[config.mk]
export PLATFORM = sky130hd
export DESIGN_NAME = fb_fill_ctrl
export DESIGN_NICKNAME = d
export VERILOG_FILES = /design/src/rtl/fb_pkg.sv /design/src/rtl/fb_addr_gen.sv /design/src/rtl/fb_fill_ctrl.sv
export SDC_FILE = /design/constraint.sdc
export NUM_CORES = 1
export LEC_CHECK = 0
export CAP_MARGIN = 20
export CORE_MARGIN = 2
export CORE_UTILIZATION = 39
export CTS_CLUSTER_DIAMETER = 60
export DETAILED_ROUTE_END_ITERATION = 6
export HOLD_SLACK_MARGIN = 0.06
export PLACE_DENSITY = 0.63
export SETUP_SLACK_MARGIN = 0.02
export SYNTH_ARGS = -nofsm -noshare
export SYNTH_HDL_FRONTEND = slang
export SYNTH_SLANG_ARGS = --single-unit
[constraint.sdc]
create_clock -name clk -period 3.6 [get_ports clk]
set_input_delay 0.54 -clock clk [delete_from_list [all_inputs] [get_ports clk]]
set_output_delay 0.54 -clock clk [all_outputs]
set_load 0.005 [all_outputs]
[src/rtl/fb_pkg.sv]
// Shared constants, FSM state type and the constant-stride row-base helper for the framebuffer write side.
package fb_pkg;

    localparam int FB_W       = 320;
    localparam int FB_H       = 240;
    localparam int FB_PIXELS  = 76800;
    localparam int FB_ADDR_W  = 17;
    localparam int FB_COLOR_W = 12;

    typedef enum logic [1:0] {
        IDLE  = 2'd0,
        SETUP = 2'd1,
        FILL  = 2'd2,
        DONE  = 2'd3
    } fill_state_t;

    // y*stride as a sum of shifted copies of y; for 320 this is (y<<8)+(y<<6).
    function automatic logic [FB_ADDR_W-1:0] row_base_of(input logic [7:0] y, input int stride);
        logic [FB_ADDR_W-1:0] acc;
        acc = '0;
        for (int i = 0; i < FB_ADDR_W; i++) begin
            if (stride[i]) begin
                acc = acc + (FB_ADDR_W'(y) << i);
            end
        end
        return acc;
    endfunction

endpackage

[src/rtl/fb_addr_gen.sv]
// Incremental rectangle address generator: column/row counters plus a row-base accumulator,
// driven by load (start of rectangle) and step (one pixel consumed) with a last-pixel flag.
module fb_addr_gen #(
    parameter int STRIDE = 320
) (
    input  logic        clk,
    input  logic        rst,
    input  logic        i_load,
    input  logic        i_step,
    input  logic [8:0]  i_x0,
    input  logic [16:0] i_row_base,
    input  logic [8:0]  i_cw,
    input  logic [7:0]  i_ch,
    output logic [16:0] o_addr,
    output logic        o_last
);
    import fb_pkg::*;

    logic [8:0]           r_col;
    logic [7:0]           r_row;
    logic [FB_ADDR_W-1:0] r_row_base;
    logic [8:0]           r_x0;
    logic [8:0]           r_cw;
    logic [7:0]           r_ch;

    logic w_col_last;
    logic w_row_last;

    assign w_col_last = (r_col == r_cw - 9'd1);
    assign w_row_last = (r_row == r_ch - 8'd1);
    assign o_last     = w_col_last && w_row_last;
    assign o_addr     = r_row_base + FB_ADDR_W'(r_x0) + FB_ADDR_W'(r_col);

    always_ff @(posedge clk) begin
        if (rst) begin
            r_col      <= '0;
            r_row      <= '0;
            r_row_base <= '0;
            r_x0       <= '0;
            r_cw       <= '0;
            r_ch       <= '0;
        end else if (i_load) begin
            r_col      <= '0;
            r_row      <= '0;
            r_row_base <= i_row_base;
            r_x0       <= i_x0;
            r_cw       <= i_cw;
            r_ch       <= i_ch;
        end else if (i_step) begin
            if (w_col_last) begin
                // Wrap to the next row; the base wraps modulo 2^17 like every address.
                r_col      <= '0;
                r_row      <= r_row + 8'd1;
                r_row_base <= r_row_base + FB_ADDR_W'(STRIDE);
            end else begin
                r_col      <= r_col + 9'd1;
            end
        end
    end

endmodule

[src/rtl/fb_fill_ctrl.sv]
// Framebuffer write-port controller: CPU pixel writes (always first) merged with a rectangle fill engine.
// Optional clipping to the visible area is enabled by defining FB_FILL_CLIP_EN.
module fb_fill_ctrl #(
    parameter int FB_W = 320,
    parameter int FB_H = 240
) (
    input  logic        clk,
    input  logic        rst,
    input  logic        cpu_we_i,
    input  logic [16:0] cpu_addr_i,
    input  logic [11:0] cpu_wdata_i,
    input  logic        fill_start_i,
    input  logic [8:0]  fill_x0_i,
    input  logic [7:0]  fill_y0_i,
    input  logic [8:0]  fill_w_i,
    input  logic [7:0]  fill_h_i,
    input  logic [11:0] fill_color_i,
    output logic        fill_busy_o,
    output logic        fill_done_o,
    output logic        we_o,
    output logic [16:0] addr_o,
    output logic [11:0] wdata_o
);
    import fb_pkg::*;

    fill_state_t r_state;
    fill_state_t w_state_next;

    logic [8:0]            r_x0;
    logic [7:0]            r_y0;
    logic [8:0]            r_w;
    logic [7:0]            r_h;
    logic [FB_COLOR_W-1:0] r_color;

    logic [8:0]           w_cw;
    logic [7:0]           w_ch;
    logic [FB_ADDR_W-1:0] w_row_base;
    logic                 w_load;
    logic                 w_step;
    logic                 w_accept;
    logic [FB_ADDR_W-1:0] w_gen_addr;
    logic                 w_gen_last;

    logic                  r_we;
    logic [FB_ADDR_W-1:0]  r_addr;
    logic [FB_COLOR_W-1:0] r_wdata;
    logic                  r_busy;
    logic                  r_done;

`ifdef FB_FILL_CLIP_EN
    logic [8:0] w_x_room;
    logic [7:0] w_y_room;
    logic       w_offscreen;

    assign w_offscreen = (int'(r_x0) >= FB_W) || (int'(r_y0) >= FB_H);
    assign w_x_room    = w_offscreen ? 9'd0 : 9'(FB_W - int'(r_x0));
    assign w_y_room    = w_offscreen ? 8'd0 : 8'(FB_H - int'(r_y0));
    assign w_cw        = (r_w < w_x_room) ? r_w : w_x_room;
    assign w_ch        = (r_h < w_y_room) ? r_h : w_y_room;
`else
    assign w_cw = r_w;
    assign w_ch = r_h;
`endif

    assign w_row_base = row_base_of(r_y0, FB_W);
    assign w_accept   = (r_state == IDLE) && fill_start_i;
    assign w_load     = (r_state == SETUP);
    // A CPU write in the same cycle holds the scheduled fill pixel in place.
    assign w_step     = (r_state == FILL) && !cpu_we_i;

    fb_addr_gen #(
        .STRIDE(FB_W)
    ) u_addr_gen (
        .clk        (clk),
        .rst        (rst),
        .i_load     (w_load),
        .i_step     (w_step),
        .i_x0       (r_x0),
        .i_row_base (w_row_base),
        .i_cw       (w_cw),
        .i_ch       (w_ch),
        .o_addr     (w_gen_addr),
        .o_last     (w_gen_last)
    );

    always_comb begin
        w_state_next = r_state;
        case (r_state)
            IDLE:  if (fill_start_i) w_state_next = SETUP;
            SETUP: w_state_next = ((w_cw == 9'd0) || (w_ch == 8'd0)) ? DONE : FILL;
            FILL:  if (w_step && w_gen_last) w_state_next = DONE;
            DONE:  w_state_next = IDLE;
            default: w_state_next = IDLE;
        endcase
    end

    always_ff @(posedge clk) begin
        if (rst) begin
            r_state <= IDLE;
            r_busy  <= 1'b0;
            r_done  <= 1'b0;
        end else begin
            r_state <= w_state_next;
            r_busy  <= (w_state_next == SETUP) || (w_state_next == FILL);
            r_done  <= (w_state_next == DONE);
        end
    end

    always_ff @(posedge clk) begin
        if (rst) begin
            r_x0    <= '0;
            r_y0    <= '0;
            r_w     <= '0;
            r_h     <= '0;
            r_color <= '0;
        end else if (w_accept) begin
            r_x0    <= fill_x0_i;
            r_y0    <= fill_y0_i;
            r_w     <= fill_w_i;
            r_h     <= fill_h_i;
            r_color <= fill_color_i;
        end
    end

    always_ff @(posedge clk) begin
        if (rst) begin
            r_we    <= 1'b0;
            r_addr  <= '0;
            r_wdata <= '0;
        end else if (cpu_we_i) begin
            r_we    <= 1'b1;
            r_addr  <= cpu_addr_i;
            r_wdata <= cpu_wdata_i;
        end else if (w_step) begin
            r_we    <= 1'b1;
            r_addr  <= w_gen_addr;
            r_wdata <= r_color;
        end else begin
            r_we    <= 1'b0;
            r_addr  <= '0;
            r_wdata <= '0;
        end
    end

    assign we_o        = r_we;
    assign addr_o      = r_addr;
    assign wdata_o     = r_wdata;
    assign fill_busy_o = r_busy;
    assign fill_done_o = r_done;

endmodule

== Word-level counts from Yosys, hierarchy flattened ==
Index checks and enable logic that the tools add are counted.

* Add/sub/neg operators: 8
* Equal/unequal tests: 8
* Muxes and demuxes: 14
* Reductions and logical operators: 15

{| class="wikitable"
|+ Operators by type and width
! operator !! number
|-
| 17-bit 2-to-1 mux || 5
|-
| 17-bit by 9-bit adder with 17-bit output || 2
|-
| 12-bit 2-to-1 mux || 2
|-
| 14-bit by 16-bit adder with 17-bit output || 1
|-
| 17-bit by 9-bit adder with 17-bit output, second input constant || 1
|-
| 9-bit by 1-bit adder with 9-bit output, second input constant || 1
|-
| 9-bit equality test || 1
|-
| 9-bit logical NOT || 1
|-
| 9-bit 2-to-1 mux || 1
|-
| 9-bit by 1-bit subtractor with 9-bit output, second input constant || 1
|-
| 8-bit by 1-bit adder with 8-bit output, second input constant || 1
|-
| 2-bit equality test, second input constant || 4
|-
| 8-bit equality test || 1
|-
| 8-bit logical NOT || 1
|-
| 2-bit case mux with 4 select lines || 1
|-
| 8-bit by 1-bit subtractor with 8-bit output, second input constant || 1
|-
| 2-bit by 1-bit equality test with 1-bit output, second input constant || 2
|-
| 1-bit logical AND || 4
|-
| 2-bit 2-to-1 mux || 2
|-
| 2-bit AND reduction || 2
|-
| 2-bit nonzero test || 2
|-
| 1-bit 2-to-1 mux || 3
|-
| 2-bit logical NOT || 1
|-
| 1-bit logical OR || 2
|-
| other kinds (2) || 2
|}

* Register bits: 140
* Output and inout port bits: 32
* Logic and storage cells: 62

== Longest topological paths before layout ==
* Depth in word-level cells: 8
* Mapped depth: 13
* Depth with buffers taken out: 11

== Cells and area by module ==
A second synthesis with hierarchy kept.

* Cell total of the unflattened synthesis: 897
* Area total of the unflattened synthesis: 7304.5 µm²

{| class="wikitable"
|+ Modules (own cells, without submodules)
! module !! instances !! cells an instance !! area an instance (µm²) !! seq. area each (µm²)
|-
| fb_addr_gen || 1 || 468 || 4021.4 || 1201.2
|-
| fb_fill_ctrl || 1 || 429 || 3283.1 || 1601.5
|}

== Least setup slack after synthesis ==
No wires, ideal clock.

* Path kind: reg-to-reg
* Start point: register u_addr_gen.r_cw[0]
* End point: register r_busy, in the netlist fill_busy_o
* Setup time: 0.129 ns
* Arrival: 2.808 ns
* Required time: 3.471 ns
* Path slack: 0.663 ns
* Cell stages (with the launch flop): 14
* Path buffers: 2
* Cell sequence: dfxtp_1 inv_1 ha_1 buf_6 nor2b_4 or3_1 a31o_1 nor4_4 and3_1 buf_2 nand2_1 a21oi_1 ha_1 nor2b_1

* Longest elaborated chain between the ends: 8

{| class="wikitable"
|+ RTL lines
! item !! line !! source
|-
| start: declaration || fb_addr_gen.sv:23 || <nowiki>logic [8:0] r_cw;</nowiki>
|-
| start signal: assignment || fb_addr_gen.sv:47 || <nowiki>r_cw <= i_cw;</nowiki>
|-
| 9-bit by 1-bit subtractor with 9-bit output (*) || fb_addr_gen.sv:29 || <nowiki>assign w_col_last = (r_col == r_cw - 9'd1);</nowiki>
|-
| 9-bit equality test (*) || fb_addr_gen.sv:29 ||
|-
| 1-bit logical AND (*) || fb_addr_gen.sv:31 || <nowiki>assign o_last = w_col_last && w_row_last;</nowiki>
|-
| 1-bit logical AND (*) || fb_fill_ctrl.sv:91 || <nowiki>FILL: if (w_step && w_gen_last) w_state_next = DONE;</nowiki>
|-
| 2-bit 2-to-1 mux (*) || fb_fill_ctrl.sv:91 ||
|-
| 2-bit case mux with 4 select lines (*) || fb_fill_ctrl.sv:88 || <nowiki>case (r_state)</nowiki>
|-
| named net w_state_next[0] || fb_fill_ctrl.sv:27 || <nowiki>fill_state_t w_state_next;</nowiki>
|-
| 2-bit by 1-bit equality test with 1-bit output / 2-bit equality test (equally long branches) || fb_fill_ctrl.sv:104 || <nowiki>r_busy <= (w_state_next == SETUP) || (w_state_next == FILL);</nowiki>
|-
| 1-bit logical OR (*) || fb_fill_ctrl.sv:104 ||
|-
| end signal: assignment || fb_fill_ctrl.sv:104 ||
|-
| end: declaration || fb_fill_ctrl.sv:47 || <nowiki>logic r_busy;</nowiki>
|}

Mark *: on every way through the listed nets, which the timed path passes. The rest lies on a longest branch.
A chain may end at the register's enable or synchronous reset.

== Worst setup path in the final report ==
Same ends and word-level chain as after synthesis.

==> summary.txt <==
Max Cap Viol: 0
Initial Utilization: 39.8%
ANT cells: 0
root buffer selected by CTS: clkbuf_16
top-area cell type share of the netlist area: 40.8%
critical setup path kind: reg2reg
Worst-path clk slew: 0.05 ns
Placer Congestion: 0.840
type of the worst min-delay path: reg2reg
count of pins over their slew limit: 0
unrepaired setup endpoints after global routing: false
Syn. warnings: 0
fmax: 0.327 GHz
hold slack: 0.456 ns
Syn Inst Count: 799
Resize count post-CTS: 0
final WL: 15.6 mm
fin crit share: 85.0%
drc violations: 0
CTS Hold Bufs: 0
final worst slack: 0.539 ns
asr flop ratio synth: 0%
largest net degree at the start of global routing: 75
syn nets: 914
proportion of layout cells with a drive suffix above 1: 5.29%
Routed WL per cell: 13.9 µm
via count: 5582
Synth area leader: dfxtp_1
Total Negative Setup Slacks: 0 ns
Die Ht: 134 µm
Area growth, synth to finish: 27.3%
mapped cell area: 0.00658 mm²
Layout Nets: 1011
post-layout min period: 3.06 ns
status: finished clean
Max FO, Critical Path: 9
CTS Buf Count: 17
Die Wd: 134 µm
Clock Skew: 0.00606 ns
Port Buffers: 110
Layout fillers: 1633
H-tree depth: 4
initial DRC count: 224
slew margin rel.: 42.2%
grt ovf: 0
Post-CTS Repair Setup Buffers: 0
PwrDens: 544 mW/mm²
Worst EP required: 3.88 ns
Boundary Pins: 111
syn_area_per_cell: 8.24 µm²
Yosys reg bits: 134
main area contributors after synthesis: dfxtp_1 (41%), nand2_1 (8.3%), a21oi_1 (6.2%)
Post-DP HPWL: 11.0 mm
worst vdd ir: 372 µV
All-Layer GR Usage: 18.0%
worst-skew pair later-pin latency: 0.41 ns
post-synthesis sequential area ratio: 40.8%
row cnt: 47
vias in the first global route: 5391
CP Capture Type: register
P_leak: 3.41 nW
CTS tree: built
clock buffer depth: 2
top_reg_cell synth: dfxtp_1
distinct cell type count after synthesis: 62
Least-Margin Pin Slew: 0.867 ns
post-placement setup slack: 0.547 ns
global-route wire length before repair: 26.0 mm
EDFF count, synth: 0
initial antenna violation count: 0
vias per inst: 4.95
post-route ant nets: 0
Design Power: 4.56 mW
CTS Sinks: 134
core area: 0.0165 mm²
Arrival @ worst endpoint: 3.34 ns
final hold vios: 0
startpoint types: register
final setup vio count: 0
DRT Pass-1 Iters: 5
DIE AREA: 0.0179 mm²
worst max-delay path, stage by stage (launching register included):
cell and delay (ns):
dfxtp_1 0.43, inv_1 0.07, ha_1 0.30, nor2b_4 0.16, or3_1 0.34, a31o_1 0.25, nor4_4 0.27, buf_4 0.20
and3_1 0.28, nand2_1 0.10, a21oi_1 0.15, ha_1 0.24, nor2b_1 0.12
cell usage in the layout (no fill, tap or decap), types with 4 or more instances in the layout:
| master | synthesis | layout |
|---|---|---|
| nand2_1 | 145 | 145 |
| dfxtp_1 | 134 | 134 |
| clkdlybuf4s50_1 | 0 | 109 |
| nor2_1 | 95 | 95 |
| a21oi_1 | 82 | 82 |
| mux2i_1 | 31 | 31 |
| ha_1 | 31 | 30 |
| xor2_1 | 26 | 26 |
| nand3_1 | 25 | 25 |
| o21ai_0 | 21 | 21 |
| xnor2_1 | 20 | 20 |
| inv_1 | 19 | 19 |
| clkbuf_16 | 0 | 17 |
| nand4_1 | 11 | 11 |
| buf_4 | 0 | 11 |
| nor2b_1 | 9 | 9 |
| nor4_1 | 8 | 8 |
| and3_1 | 8 | 8 |
| or4_1 | 7 | 7 |
| or3_1 | 7 | 7 |
| nand2b_1 | 6 | 6 |
| nor3_1 | 5 | 5 |
| a21o_1 | 5 | 5 |
| fa_1 | 5 | 5 |
| clkbuf_1 | 29 | 5 |
| clkinv_2 | 0 | 5 |
| a32oi_1 | 4 | 4 |
| a22oi_1 | 4 | 4 |
power by group:
part,internal [mW],leakage [nW],switching (mW),total (mW)
registers,1.67,1.09,0.193,1.87
clock network,0.920,0.257,0.596,1.52
logic,0.535,2.06,0.642,1.18
layout make-up:
class | count | area (µm²) | area share [%]
clock inverter | 5 | 25.0 | 0.299
sequential | 134 | 2680 | 32.0
multi-input combinational | 603 | 3660 | 43.7
inverter | 20 | 75.1 | 0.896
clock buffer | 25 | 485 | 5.79
timing repair buffer | 120 | 1170 | 14.0
tap | 220 | 275 | 3.29
sequential cells by signal, summed over array words and instances, names as in the netlist:
signal / cells
u_addr_gen.r_ch: 8
u_addr_gen.r_x0: 9
fill_busy_o: 1
r_w: 9
addr_o: 17
fill_done_o: 1
u_addr_gen.r_row: 8
r_state: 2
r_h: 8
r_x0: 9
r_y0: 8
we_o: 1
wdata_o: 12
u_addr_gen.r_cw: 9
u_addr_gen.r_row_base: 11
u_addr_gen.r_col: 9
r_color: 12
cell families after synthesis:
family                   Yosys count  share of synthesized area, %
AND/OR/NAND/NOR                  342                          23.7
AO/OA/AOI/OAI                    145                          13.1
flip-flops                       134                          40.8
buffers and inverters             62                          3.69
XOR/XNOR                          46                          6.12
adder cells (fa/ha/maj)           36                          7.41
multiplexers                      34                          5.23
stage by stage:
step	instance area [µm²]	utilization (%)	std cells
after global placement	7870	47.6	1097
final	8380	50.7	1127
after floorplan	6580	-	799
after detailed placement	7870	47.6	1097
after global routing	8380	50.7	1127
after CTS	8380	50.7	1127
cells in the mapped netlist (2+ instances only):
cell type	instances
and4_1	2
nand3b_1	3
nor3b_1	2
a31oi_1	3
a211oi_1	3
and3_1	8
buf_2	2
mux2_2	3
nand2_1	145
a21o_1	5
o211ai_1	2
buf_1	10
fa_1	5
or3_1	7
clkbuf_1	29
or4_1	7
a32oi_1	4
nand2b_1	6
mux2i_1	31
nor2_1	95
nor4_1	8
nor3_1	5
xor2_1	26
nor2b_1	9
inv_1	19
nand3_1	25
o21ai_0	21
a21oi_1	82
xnor2_1	20
nand4_1	11
o31ai_1	2
and2_1	2
a22oi_1	4
a2111oi_0	2
ha_1	31
dfxtp_1	134
per-layer routing:
metal	wire (µm)	GRT usage [%]	up-vias
li1	-	-	2935
met1	7470	23.0	2542
met2	7440	30.0	94
met3	511	3.74	11
met4	191	6.97	0
met5	0	0	-
final timing paths:
| kind | from | endpoint | slack [ns] | cells past startpoint |
|---|---|---|---|---|
| worst max register to register | u_addr_gen.r_cw[0]$_SDFFE_PP0P_ | fill_busy_o$_SDFF_PP0_ | 0.54 | 12 |
| worst max-delay path | u_addr_gen.r_cw[0]$_SDFFE_PP0P_ | fill_busy_o$_SDFF_PP0_ | 0.54 | 12 |
| worst min-delay path | r_color[7]$_SDFFE_PP0P_ | r_color[7]$_SDFFE_PP0P_ | 0.46 | 2 |
| worst min register to register | r_color[7]$_SDFFE_PP0P_ | r_color[7]$_SDFFE_PP0P_ | 0.46 | 2 |
Note: power is estimated with default switching activity, not from simulation.
